`config.mk`:
```
export PLATFORM = sky130hd
export DESIGN_NAME = redmule_z_transpose
export DESIGN_NICKNAME = d
export VERILOG_FILES = /design/src/rtl/redmule_z_transpose.sv
export SDC_FILE = /design/constraint.sdc
export NUM_CORES = 1
export LEC_CHECK = 0
export CAP_MARGIN = 20
export CORE_MARGIN = 2
export CORE_UTILIZATION = 52
export CTS_BUF_LIST = sky130_fd_sc_hd__clkbuf_2
export DETAILED_ROUTE_END_ITERATION = 16
export PLACE_DENSITY = 0.76
export SLEW_MARGIN = 0
export SYNTH_ARGS = -nofsm -noshare
export SYNTH_HDL_FRONTEND = slang
export SYNTH_SLANG_ARGS = --single-unit
export TNS_END_PERCENT = 1
```
`constraint.sdc`:
```
create_clock -name clk_i -period 21.7 [get_ports clk_i]
set_input_delay 6.51 -clock clk_i [delete_from_list [all_inputs] [get_ports clk_i]]
set_output_delay 6.51 -clock clk_i [all_outputs]
set_load 0.02 [all_outputs]
```
`src/rtl/redmule_z_transpose.sv`:
```
// Output transposer for the RedMulE result path.
// It collects up to Depth engine result vectors, each Width lanes wide, into
// a small buffer. It then streams Width beats, and each beat carries one
// element column across the stored rows.

package redmule_z_transpose_pkg;

  typedef enum logic [1:0] {
    FP16    = 2'd0,
    FP16ALT = 2'd1,
    FP8     = 2'd2,
    FP32    = 2'd3
  } fp_format_e;

  function automatic int unsigned fp_width(input fp_format_e fmt);
    case (fmt)
      FP16:    return 32'd16;
      FP16ALT: return 32'd16;
      FP8:     return 32'd8;
      FP32:    return 32'd32;
      default: return 32'd16;
    endcase
  endfunction

endpackage

module redmule_z_transpose
  import redmule_z_transpose_pkg::*;
#(
  parameter fp_format_e  FpFormat = FP16,
  parameter int unsigned Width    = 8,
  parameter int unsigned Depth    = 4,
  localparam int unsigned BITW    = fp_width(FpFormat)
) (
  input  logic                    clk_i,
  input  logic                    rst_i,
  input  logic                    clear_i,
  input  logic [Width*BITW-1:0]   z_i,
  input  logic                    z_valid_i,
  input  logic                    z_last_i,
  output logic                    z_ready_o,
  output logic [Depth*BITW-1:0]   data_o,
  output logic [Depth-1:0]        strb_o,
  output logic                    valid_o,
  input  logic                    ready_i,
  output logic                    last_o,
  output logic                    busy_o
);

  localparam int unsigned WrW = (Depth > 1) ? $clog2(Depth) : 1;
  localparam int unsigned RdW = (Width > 1) ? $clog2(Width) : 1;
  localparam int unsigned NvW = $clog2(Depth + 1);
  localparam logic [WrW-1:0] WrMax = WrW'(Depth - 1);
  localparam logic [RdW-1:0] RdMax = RdW'(Width - 1);

  typedef enum logic {
    FILL  = 1'b0,
    DRAIN = 1'b1
  } state_e;

  state_e                state_q, state_d;
  logic [WrW-1:0]        wr_cnt_q, wr_cnt_d;
  logic [RdW-1:0]        rd_cnt_q, rd_cnt_d;
  logic [NvW-1:0]        n_valid_q, n_valid_d;
  logic                  tile_last_q, tile_last_d;
  logic [Width*BITW-1:0] buf_q [Depth];
  logic [Width*BITW-1:0] buf_d [Depth];

  logic in_hs_s;
  logic out_hs_s;

  // Handshakes and status. The input side is closed for the whole reset
  // assertion. It is also closed while draining, because the buffer is single.
  assign z_ready_o = (state_q == FILL) && !rst_i;
  assign valid_o   = (state_q == DRAIN);
  assign in_hs_s   = z_valid_i && z_ready_o;
  assign out_hs_s  = valid_o && ready_i;
  assign last_o    = valid_o && (rd_cnt_q == RdMax) && tile_last_q;
  assign busy_o    = (state_q == DRAIN) || (wr_cnt_q != {WrW{1'b0}});

  // Next-state logic: fill rows, close the tile on a full buffer or z_last_i, then drain columns.
  always_comb begin
    state_d     = state_q;
    wr_cnt_d    = wr_cnt_q;
    rd_cnt_d    = rd_cnt_q;
    n_valid_d   = n_valid_q;
    tile_last_d = tile_last_q;
    buf_d       = buf_q;
    if (clear_i) begin
      // Abort wins over any handshake in the same cycle; stale rows are masked by n_valid.
      state_d     = FILL;
      wr_cnt_d    = {WrW{1'b0}};
      rd_cnt_d    = {RdW{1'b0}};
      tile_last_d = 1'b0;
    end else begin
      case (state_q)
        FILL: begin
          if (in_hs_s) begin
            buf_d[wr_cnt_q] = z_i;
            if ((wr_cnt_q == WrMax) || z_last_i) begin
              n_valid_d   = NvW'(wr_cnt_q) + NvW'(1);
              tile_last_d = z_last_i;
              wr_cnt_d    = {WrW{1'b0}};
              state_d     = DRAIN;
            end else begin
              wr_cnt_d = wr_cnt_q + WrW'(1);
            end
          end else begin
            wr_cnt_d = wr_cnt_q;
          end
        end
        DRAIN: begin
          if (out_hs_s) begin
            if (rd_cnt_q == RdMax) begin
              rd_cnt_d = {RdW{1'b0}};
              state_d  = FILL;
            end else begin
              rd_cnt_d = rd_cnt_q + RdW'(1);
            end
          end else begin
            rd_cnt_d = rd_cnt_q;
          end
        end
        default: begin
          state_d = FILL;
        end
      endcase
    end
  end

  // Transposed beat: lane d carries element rd_cnt of row d, zeroed beyond the valid rows.
  always_comb begin
    data_o = '0;
    strb_o = '0;
    if (state_q == DRAIN) begin
      for (int d = 0; d < Depth; d++) begin
        if (NvW'(d) < n_valid_q) begin
          strb_o[d]                = 1'b1;
          data_o[d*BITW +: BITW]   = buf_q[d][32'(rd_cnt_q)*BITW +: BITW];
        end else begin
          strb_o[d]                = 1'b0;
          data_o[d*BITW +: BITW]   = '0;
        end
      end
    end else begin
      data_o = '0;
      strb_o = '0;
    end
  end

  // State, counters and buffer registers with asynchronous reset.
  always_ff @(posedge clk_i or posedge rst_i) begin
    if (rst_i) begin
      state_q     <= FILL;
      wr_cnt_q    <= {WrW{1'b0}};
      rd_cnt_q    <= {RdW{1'b0}};
      n_valid_q   <= {NvW{1'b0}};
      tile_last_q <= 1'b0;
      for (int i = 0; i < Depth; i++) begin
        buf_q[i] <= '0;
      end
    end else begin
      state_q     <= state_d;
      wr_cnt_q    <= wr_cnt_d;
      rd_cnt_q    <= rd_cnt_d;
      n_valid_q   <= n_valid_d;
      tile_last_q <= tile_last_d;
      for (int i = 0; i < Depth; i++) begin
        buf_q[i] <= buf_d[i];
      end
    end
  end

endmodule

```
[Word-level counts from Yosys, hierarchy flattened]
Index checks and enable logic that the tools add are counted.
Word-level totals
  flip-flop bits (word level): 522
  input bits: 134
  output and inout port bits: 72
  word-level logic and storage cells: 78
Operators by class
  $add $sub $neg: 3
  order comparisons: 6
  equal/unequal tests: 3
  shift-type cells: 4
  multiplexer cells: 31
  bitwise gates (word level): 3
  reductions and logical operators: 19
Operators with widths (count)
  512-bit bitwise mux: 1
  128-bit by 8-bit indexed part select with 16-bit output: 4
  128-bit demux with 2-bit select: 1
  128-bit 2-to-1 mux: 1
  16-bit 2-to-1 mux: 4
  64-bit 2-to-1 mux: 1
  1-bit 2-to-1 mux: 13
  3-bit 2-to-1 mux: 4
  2-bit nonzero test: 5
  2-bit 2-to-1 mux: 4
  1-bit logical AND: 6
  1-bit by 3-bit < comparator with 1-bit output, first input constant: 2
  2-bit by 3-bit < comparator with 1-bit output, first input constant: 2
  3-bit AND reduction: 2
  4-bit 2-to-1 mux: 1
  2-bit AND reduction: 2
  4-bit AND reduction: 1
  2-bit by 1-bit adder with 3-bit output, second input constant: 1
  3-bit by 1-bit adder with 3-bit output, second input constant: 1
  3-bit equality test, second input constant: 1
  3-bit >= comparator, second input constant: 1
  3-bit by 1-bit < comparator with 1-bit output, second input constant: 1
  2-bit NOT with 3-bit output: 1
  2-bit by 1-bit adder with 2-bit output, second input constant: 1
  other kinds (6): 8

[Logic depth before layout (Yosys ltp)]
Gate-level depths: netlist (run 1).
  depth in word-level cells: 6
  mapped depth: 7
  gate-level depth less buffers: 5

[Least setup slack after synthesis (run 1)]
No wires, ideal clock.
  path type: input port to output port
  from: in rst_i
  to: out z_ready_o
  data arrival time: 6.790 ns
  required time: 15.190 ns
  setup slack: 8.400 ns
  stages: 1
  buffers on the path: 0
  path through: nor2_1
Between the ends
  cells in the longest elaborated chain, start to end: 2
RTL lines
  from (decl): RTL line 36  | input logic rst_i,
  1-bit zero test (no source line)
  1-bit logical AND: RTL line 74  | assign z_ready_o = (state_q == FILL) && !rst_i;
  to (decl): RTL line 41  | output logic z_ready_o,
Every way passes these cells.

[Final worst setup path (run 1)]
Same ends and word-level chain as after synthesis.

==> flow_summary.ini, run 1 <==
[worst_setup_path]
cp.arrival_ns = 7.88
crit_fanout = 4
crit_chain = clkdlybuf4s50_1 -> nor2_1 -> clkdlybuf4s50_1
slowest_stage = clkdlybuf4s50_1
critPathTopFamily = buffers and inverters
crit_type = in2out
critPathCaptureType = output pin
worstSetupStartpointType = input pin
crit_required_ns = 15.19
crit_buf_inv = 2
path_common_cell = clkdlybuf4s50_1
slowest_delay_ns = 0.62

[clock_network]
clk_latency_ns = 1.10
cts.repair.resized = 0
clockBufferDepth = 3
clkSlewWorstSetupHoldPaths_ns = 0.08
post_cts_buffers = 0
cts_buffers = 134
htree_num_levels = 4
cts-root-buf = clkbuf_2
clock_sink_count = 522
cts_tree = yes
postCtsHoldBufs = 0

[yosys]
yosys.area.top_type_share_pct = 55.6
synth_nets = 1527
ys_seq_elements = 522
ys_warn_count = 0
syn_area_per_cell_um2 = 17.0
syn_area_um2 = 23500
yosys-top-cells-area = dfrtp_1, mux2_2, mux4_2, buf_6, a22o_1
seq_area_frac_synth_pct = 55.6
synthCells = 1387
synth_top_area_cell = dfrtp_1
synth_cell_type_count = 28

[sta]
slew_viol_final = 0
worst_pin_slew_ns = 1.14
rsz0062_at_grt = false
tns_ns = 0
post-route-period-util_pct = 66.3
setup_violations = 0
hold_ws_ns = 0.505
maxSlewHeadroom_pct = 23.7
finalHoldViolCount = 0
finalCriticalPeriod_ns = 14.39
fmax_mhz = 69.5
fin_skew_ns = 0.0507

[min_path]
hold_path.class = reg2reg

[route]
drt_iter0_markers = 654
drt_pass1_iterations = 5
drcViolationCount = 0
routed_wl_mm = 55.5
drtAntennaViolNets = 0
wl_per_cell_um = 23.8
via_per_inst = 5.82
vias = 13600

[die]
num_io_pins = 206
die-area_um2 = 46900
die_y_um = 217
start_util_pct = 52.9
rows = 77
die_x_um = 217
coreArea_um2 = 44400

[global_routing]
grt-ovfl-total = 0
grt_max_degree = 158
antenna_found_initial = 9
grt_pass1_wl_mm = 86.7
grt_pass1_vias = 14600
grtUsageTotal_pct = 24.5

[place]
dpl.hpwl_mm = 36.3
place_congestion = 0.806
io_buffers = 205

[flow_run]
max_cap_violations = 0

[power]
finalPower_w = 0.00204
vdd_drop_max_mv = 0.0335
leakagePower_nw = 12.6
power_density_nw_per_um2 = 76.0

[final_layout]
nets = 1788
fillCellCount = 3313
area_delta_synth_final_pct = 14.4
drive_above_1_share_pct = 50.5
multi_input_area_um2 = 9700
seq_area_um2 = 13100

[status]
status = finished clean
-- layout by cell type (no fill, tap or decap), types with 3 or more instances in the layout --
cell type / Yosys / routed
inv_2: 0 / 9
diode_2: 0 / 7
clkdlybuf4s50_1: 0 / 205
mux2_4: 9 / 9
nor2_1: 12 / 10
clkbuf_2: 0 / 191
nand2b_1: 3 / 3
mux4_2: 128 / 128
buf_4: 4 / 14
ha_1: 6 / 6
clkinv_1: 0 / 15
dfrtp_1: 522 / 520
a21oi_1: 6 / 6
nor2b_1: 4 / 3
nand2_1: 8 / 8
a22o_1: 65 / 65
mux2_2: 505 / 505
nand2_8: 0 / 4
-- worst register-to-register path, stage by stage, from the launching register on --
cell	delay [ns]
dfrtp_1	0.56
nor4b_4	0.35
buf_4	0.30
nand2_8	0.56
mux2_2	0.72
-- per-stage QoR --
stage,utilization (%),setup WS (ns),std cells,area (µm²)
2_1_floorplan,-,0.607,1387,23500
3_3_place_gp,57.9,7.31,2102,25700
3_5_place_dp,57.9,7.32,2102,25700
4_1_cts,60.4,7.31,2320,26800
5_1_grt,60.5,7.21,2326,26900
6_report,60.6,7.31,2329,26900
-- kinds of logic after synthesis --
| logic type | count (synthesis) | synth area share [%] |
|---|---|---|
| compound gates | 74 | 2.63 |
| fa+ha+maj | 6 | 0.319 |
| buf+inv | 100 | 3.43 |
| flops | 522 | 55.6 |
| mux | 644 | 37.1 |
| simple gates | 41 | 0.947 |
-- flip-flops by register name (all words and copies together) (netlist names) --
signal       flops
n_valid_q        3
valid_o          1
wr_cnt_q         2
rd_cnt_q         3
tile_last_q      1
buf_q          512
-- synth_stat cells (all sizes together) --
master,count
dfrtp,522
and3,2
mux2,514
nand2b,3
nand3,2
nor4b,1
o21ai,2
nand4b,1
clkbuf,22
and2,1
nor2b,4
inv,3
mux4,128
a22o,65
a21bo,1
nor3,2
mux2i,2
buf,75
nand2,12
nor3b,1
ha,6
nor2,12
a21oi,6
-- worst paths after layout --
kind / start / to / slack [ns] / cells past startpoint
worst max-delay path: rst_i / z_ready_o / 7.31 / 3
worst min-delay path: buf_q[238] / buf_q[238] / 0.50 / 1
worst min register to register: buf_q[238] / buf_q[238] / 0.50 / 1
min in group asynchronous: rst_i / buf_q[306] / 5.89 / 2
max in group asynchronous: rst_i / buf_q[152] / 12.24 / 6
worst max register to register: valid_o / buf_q[379] / 19.09 / 4
-- layout make-up --
type	count	area share, %
antenna	7	0.0651
clock buffer	191	3.55
clock inverter	27	0.577
inverter	3	0.0698
multi-input combinational	765	36.1
sequential	522	48.6
tap	592	2.75
timing repair buffer	222	8.30
-- metal layers --
metal / global-route usage [%] / routed length [µm]
met3: 5.64 / 2980
met4: 11.7 / 2130
met2: 35.0 / 24900
met5: 0 / 21
met1: 35.7 / 25400
-- report_power, final --
| part | switching [W] | internal [W] | total [W] | leakage (nW) |
|---|---|---|---|---|
| Clock | 0.000384 | 0.000256 | 0.000640 | 0.887 |
| Sequential | 0.0000561 | 0.00108 | 0.00114 | 6.90 |
| Combinational | 0.000106 | 0.000158 | 0.000264 | 4.79 |
| Total | 0.000546 | 0.00150 | 0.00204 | 12.6 |
No activity file was read; power rests on OpenSTA's default activity.
==> run 2: changes to the inputs <==
Settings changed: PLACE_DENSITY 0.76 to 0.73.
Clock period 21.7 ns to 14.65 ns, I/O delays scaled along.
==> flow_summary.ini, run 2 (synthesis gave the netlist of run 1 again) <==
[status]
status = finished clean

[clock_network]
clkSlewWorstSetupHoldPaths_ns = 0.09
clockBufferDepth = 3
postCtsHoldBufs = 0
htree_num_levels = 4
cts.repair.resized = 0
cts_buffers = 136
cts-root-buf = clkbuf_2
clock_sink_count = 522
clk_latency_ns = 1.10
cts_tree = yes
post_cts_buffers = 0

[final_layout]
drive_above_1_share_pct = 50.5
final_common_cell = dfrtp_1
reg_top3 = buf_q x512, n_valid_q x3, rd_cnt_q x3
area_delta_synth_final_pct = 14.8
nets = 1788
fillCellCount = 3423
top_register = buf_q
largest_reg_flops = 512
layout_common_cells = dfrtp_1, mux2_2, clkbuf_2, clkdlybuf4s50_1, mux4_2

[sta]
setup_violations = 0
fmax_mhz = 99.2
worst_pin_slew_ns = 1.17
maxSlewHeadroom_pct = 22.1
finalHoldViolCount = 0
slew_viol_final = 0
post-route-period-util_pct = 68.8
finalCriticalPeriod_ns = 10.08
worst_slack_ns = 4.57
tns_ns = 0
fin_skew_ns = 0.0491
rsz0062_at_grt = false

[global_routing]
grt-ovfl-total = 0
grt_pass1_vias = 14500
antenna_found_initial = 9
grt_max_degree = 190
grt_pass1_wl_mm = 85.8
grtUsageTotal_pct = 24.3

[worst_setup_path]
path_common_cell = clkdlybuf4s50_1
slowest_delay_ns = 0.61
cp.arrival_ns = 5.68
reg2reg_to = buf_q[457]
slowest_stage = clkdlybuf4s50_1
worstSetupStartpointType = input pin
crit_buf_inv = 2
critPathTopFamily = buffers and inverters
rr_worst_depth = 5
rrSetupSlack_ns = 11.73
crit_fanout = 4
crit_required_ns = 10.26
crit_type = in2out
crit_chain = clkdlybuf4s50_1 -> nor2_1 -> clkdlybuf4s50_1
critPathCaptureType = output pin
r2r_start = valid_o

[route]
drt_pass1_iterations = 4
drtAntennaViolNets = 0
wl_per_cell_um = 23.4
drcViolationCount = 0
drt_iter0_markers = 656
routed_wl_mm = 54.7
vias = 13400
via_per_inst = 5.72

[min_path]
min_delay_path_depth = 1
min_from = buf_q[38]
whs_endpoint = buf_q[38]
hold_path.class = reg2reg

[power]
power_density_nw_per_um2 = 115
vdd_drop_max_mv = 0.0569
leakagePower_nw = 12.6

[die]
coreArea_um2 = 44400
die-area_um2 = 46900
num_io_pins = 206
rows = 77
start_util_pct = 52.9
die_y_um = 217
die_x_um = 217

[place]
dp_slack_ns = 4.59
place_congestion = 0.791
dpl.hpwl_mm = 36.3
io_buffers = 205

[flow_run]
max_cap_violations = 0
-- run 2: cell types whose count changed in the layout (fill, tap and decap cells not counted), moves of 2 or more --
| cell | before | now |
|---|---|---|
| clkbuf_2 | 191 | 205 |
| inv_2 | 9 | 2 |
| clkinv_1 | 15 | 20 |
| clkinv_2 | 1 | 4 |
| diode_2 | 7 | 4 |
| buf_12 | 1 | 3 |
| buf_16 | 2 | 0 |
| buf_4 | 14 | 12 |
| bufinv_16 | 2 | 4 |
-- run 2: routing by layer --
| metal | routed length [µm] | track usage [%] |
|---|---|---|
| met5 | 63 | 0 |
| met3 | 2880 | 6.34 |
| met4 | 2020 | 11.7 |
| met2 | 24400 | 34.5 |
| met1 | 25300 | 35.0 |
-- run 2: worst max-delay path by stage --
stage	start	to	slack [ns]	cells after the start
after global routing	rst_i	z_ready_o	4.51	3
after CTS	rst_i	z_ready_o	4.58	3
after detailed placement	rst_i	z_ready_o	4.59	3
after floorplan	rst_i	buf_q[0]	3.16	1
final	rst_i	z_ready_o	4.57	3
after global placement	rst_i	z_ready_o	4.57	3
-- run 2: final cells by class --
type / instances / area, µm² / share of cell area [%]
sequential: 522 / 13100 / 48.4
multi-input combinational: 765 / 9700 / 35.9
timing repair buffer: 220 / 2200 / 8.16
clock buffer: 205 / 1030 / 3.80
tap: 592 / 741 / 2.74
clock inverter: 30 / 223 / 0.825
inverter: 3 / 15.0 / 0.0556
antenna: 4 / 10.0 / 0.0371
-- run 2: through the flow --
| step | hold WS (ns) | instance area, µm² | cells | total power, W | util, % |
|---|---|---|---|---|---|
| global placement | 0.481 | 25700 | 2102 | 0.00208 | 57.9 |
| global route | 0.517 | 27000 | 2339 | 0.00326 | 60.7 |
| floorplan | 0.474 | 23500 | 1387 | 0.00196 | - |
| finish | 0.506 | 27000 | 2341 | 0.00309 | 60.8 |
| detailed placement | 0.488 | 25700 | 2102 | 0.00211 | 57.9 |
| CTS | 0.507 | 27000 | 2337 | 0.00313 | 60.7 |
-- run 2: power by group --
group,switching (W),internal [W],leakage (nW)
combinational,0.000159,0.000233,4.76
clock,0.000576,0.000439,0.964
sequential,0.0000829,0.00160,6.90
total,0.000818,0.00228,12.6
==> run 3: changes to the inputs <==
Settings changed: PLACE_DENSITY 0.73 to 0.76.
Clock period 14.65 ns to 8.35 ns, I/O delays scaled along.
==> flow_summary.ini, run 3 (synthesis gave the netlist of run 1 again) <==
[die]
coreArea_um2 = 44400
die_x_um = 217
start_util_pct = 52.9
die_y_um = 217
die-area_um2 = 46900
rows = 77
num_io_pins = 206

[clock_network]
clk_latency_ns = 1.10
clkSlewWorstSetupHoldPaths_ns = 0.11
clockBufferDepth = 3
cts_buffers = 135
cts-root-buf = clkbuf_2
clock_sink_count = 522
htree_num_levels = 4
cts_tree = yes
cts.repair.resized = 0
post_cts_buffers = 0
postCtsHoldBufs = 0

[route]
routed_wl_mm = 55.1
vias = 13500
wl_per_cell_um = 23.7
drcViolationCount = 0
drtAntennaViolNets = 0
drt_pass1_iterations = 5
via_per_inst = 5.81
drt_iter0_markers = 826

[worst_setup_path]
reg2reg_to = buf_q[73]
crit_buf_inv = 2
slowest_delay_ns = 1.06
r2r_start = valid_o
slowest_stage = dfrtp_4
crit_chain = buf_12 -> mux4_2 -> a22o_1 -> clkdlybuf4s50_1
crit_type = reg2out
critPathCaptureType = output pin
critPathTopFamily = buffers and inverters
rrSetupSlack_ns = 5.73
crit_required_ns = 5.85
worstSetupStartpointType = flip-flop
rr_worst_depth = 4
cp.arrival_ns = 4.11
crit_fanout = 73

[power]
vdd_drop_max_mv = 0.101
share_comb_of_total_power_pct = 13.0
swShare_pct = 26.8
intPower_w = 0.00387
power_density_nw_per_um2 = 197
leakagePower_nw = 12.6
seq_power_share_pct = 55.9
power_frac_clock_pct = 31.1
p_sw_w = 0.00142

[final_layout]
drive_above_1_share_pct = 50.6
area_delta_synth_final_pct = 14.2
final_core_util_pct = 60.5
final_common_cell = dfrtp_1
final_area_um2 = 26900
nets = 1786
largest_reg_flops = 512
fin_cells = 2322
reg_top3 = buf_q x512, n_valid_q x3, rd_cnt_q x3
layout_common_cells = dfrtp_1, mux2_2, clkdlybuf4s50_1
top_register = buf_q

[sta]
fin_skew_ns = 0.0659
finalHoldViolCount = 0
slew_viol_final = 0
setup_violations = 0
hold_ws_ns = 0.503
rsz0062_at_grt = false
post-route-period-util_pct = 79.2
fmax_mhz = 151
maxSlewHeadroom_pct = 22.0
finalCriticalPeriod_ns = 6.61
worst_pin_slew_ns = 1.17

[place]
io_buffers = 205
placed_cell_area_um2 = 25700
place_inst = 2100
place_congestion = 0.830
dpl.hpwl_mm = 35.7

[global_routing]
grt-ovfl-total = 0
grt_pass1_vias = 14300
grt_max_degree = 205
grt_pass1_wl_mm = 85.6
grtUsageTotal_pct = 24.2
antenna_found_initial = 5

[min_path]
min_from = buf_q[491]
hold_path.class = reg2reg
min_delay_path_depth = 1
whs_endpoint = buf_q[491]

[status]
status = finished clean

[flow_run]
max_cap_violations = 0
[run 3: changes by cell type in the layout (fill, tap and decap cells not counted), sizes merged]
cell	before	now
diode	4	2
bufinv	4	1
clkinv	24	13
clkbuf	205	196
inv	4	11
buf	15	14
[run 3: worst max path at each step]
stage / start / endpoint / slack, ns / depth (start not counted)
floorplan: rst_i / buf_q[0] / -1.25 / 1
global placement: rst_i / z_ready_o / 2.05 / 3
detailed placement: rst_i / z_ready_o / 2.06 / 3
CTS: rd_cnt_q[1] / data_o[46] / 1.61 / 4
global route: rd_cnt_q[0] / data_o[9] / 1.54 / 4
finish: rd_cnt_q[1] / data_o[46] / 1.74 / 4
[run 3: routing by layer]
metal	global-route usage (%)	routed length [µm]	up-vias
li1	-	-	5809
met1	34.9	25100	7189
met2	34.3	24700	372
met3	6.19	3210	110
met4	11.6	2070	6
met5	0	34	-
[run 3: power by group through the flow]
stage	logic, W	clock network (W)	registers [W]
after floorplan	0.000479	0	0.00296
after global placement	0.000668	0	0.00299
after detailed placement	0.000692	0	0.00301
final	0.000689	0.00164	0.00296
after CTS	0.000693	0.00171	0.00296
after global routing	0.000741	0.00184	0.00300
[run 3: cell type report]
cell class,count,area (µm²)
antenna,2,5.00
clock buffer,196,981
clock inverter,23,114
fill,3383,17600
inverter,3,15.0
multi-input combinational,765,9700
sequential,522,13100
tap,592,741
timing repair buffer,219,2230
[run 3: worst register-to-register path, delay by kind of cell (launching register included)]
family / cells / cell delay, ns
buffers and inverters: 1 / 0.30
flip-flops: 1 / 0.58
multiplexers: 1 / 0.68
AND/OR/NAND/NOR: 2 / 0.92
[run 3: through the flow]
step           total power (W)  setup WS (ns)  TNS [ns]
2_1_floorplan          0.00344          -1.25   -651.04
6_report               0.00529           1.74         0
3_5_place_dp           0.00370           2.06         0
3_3_place_gp           0.00365           2.05         0
4_1_cts                0.00536           1.61         0
5_1_grt                0.00557           1.54         0
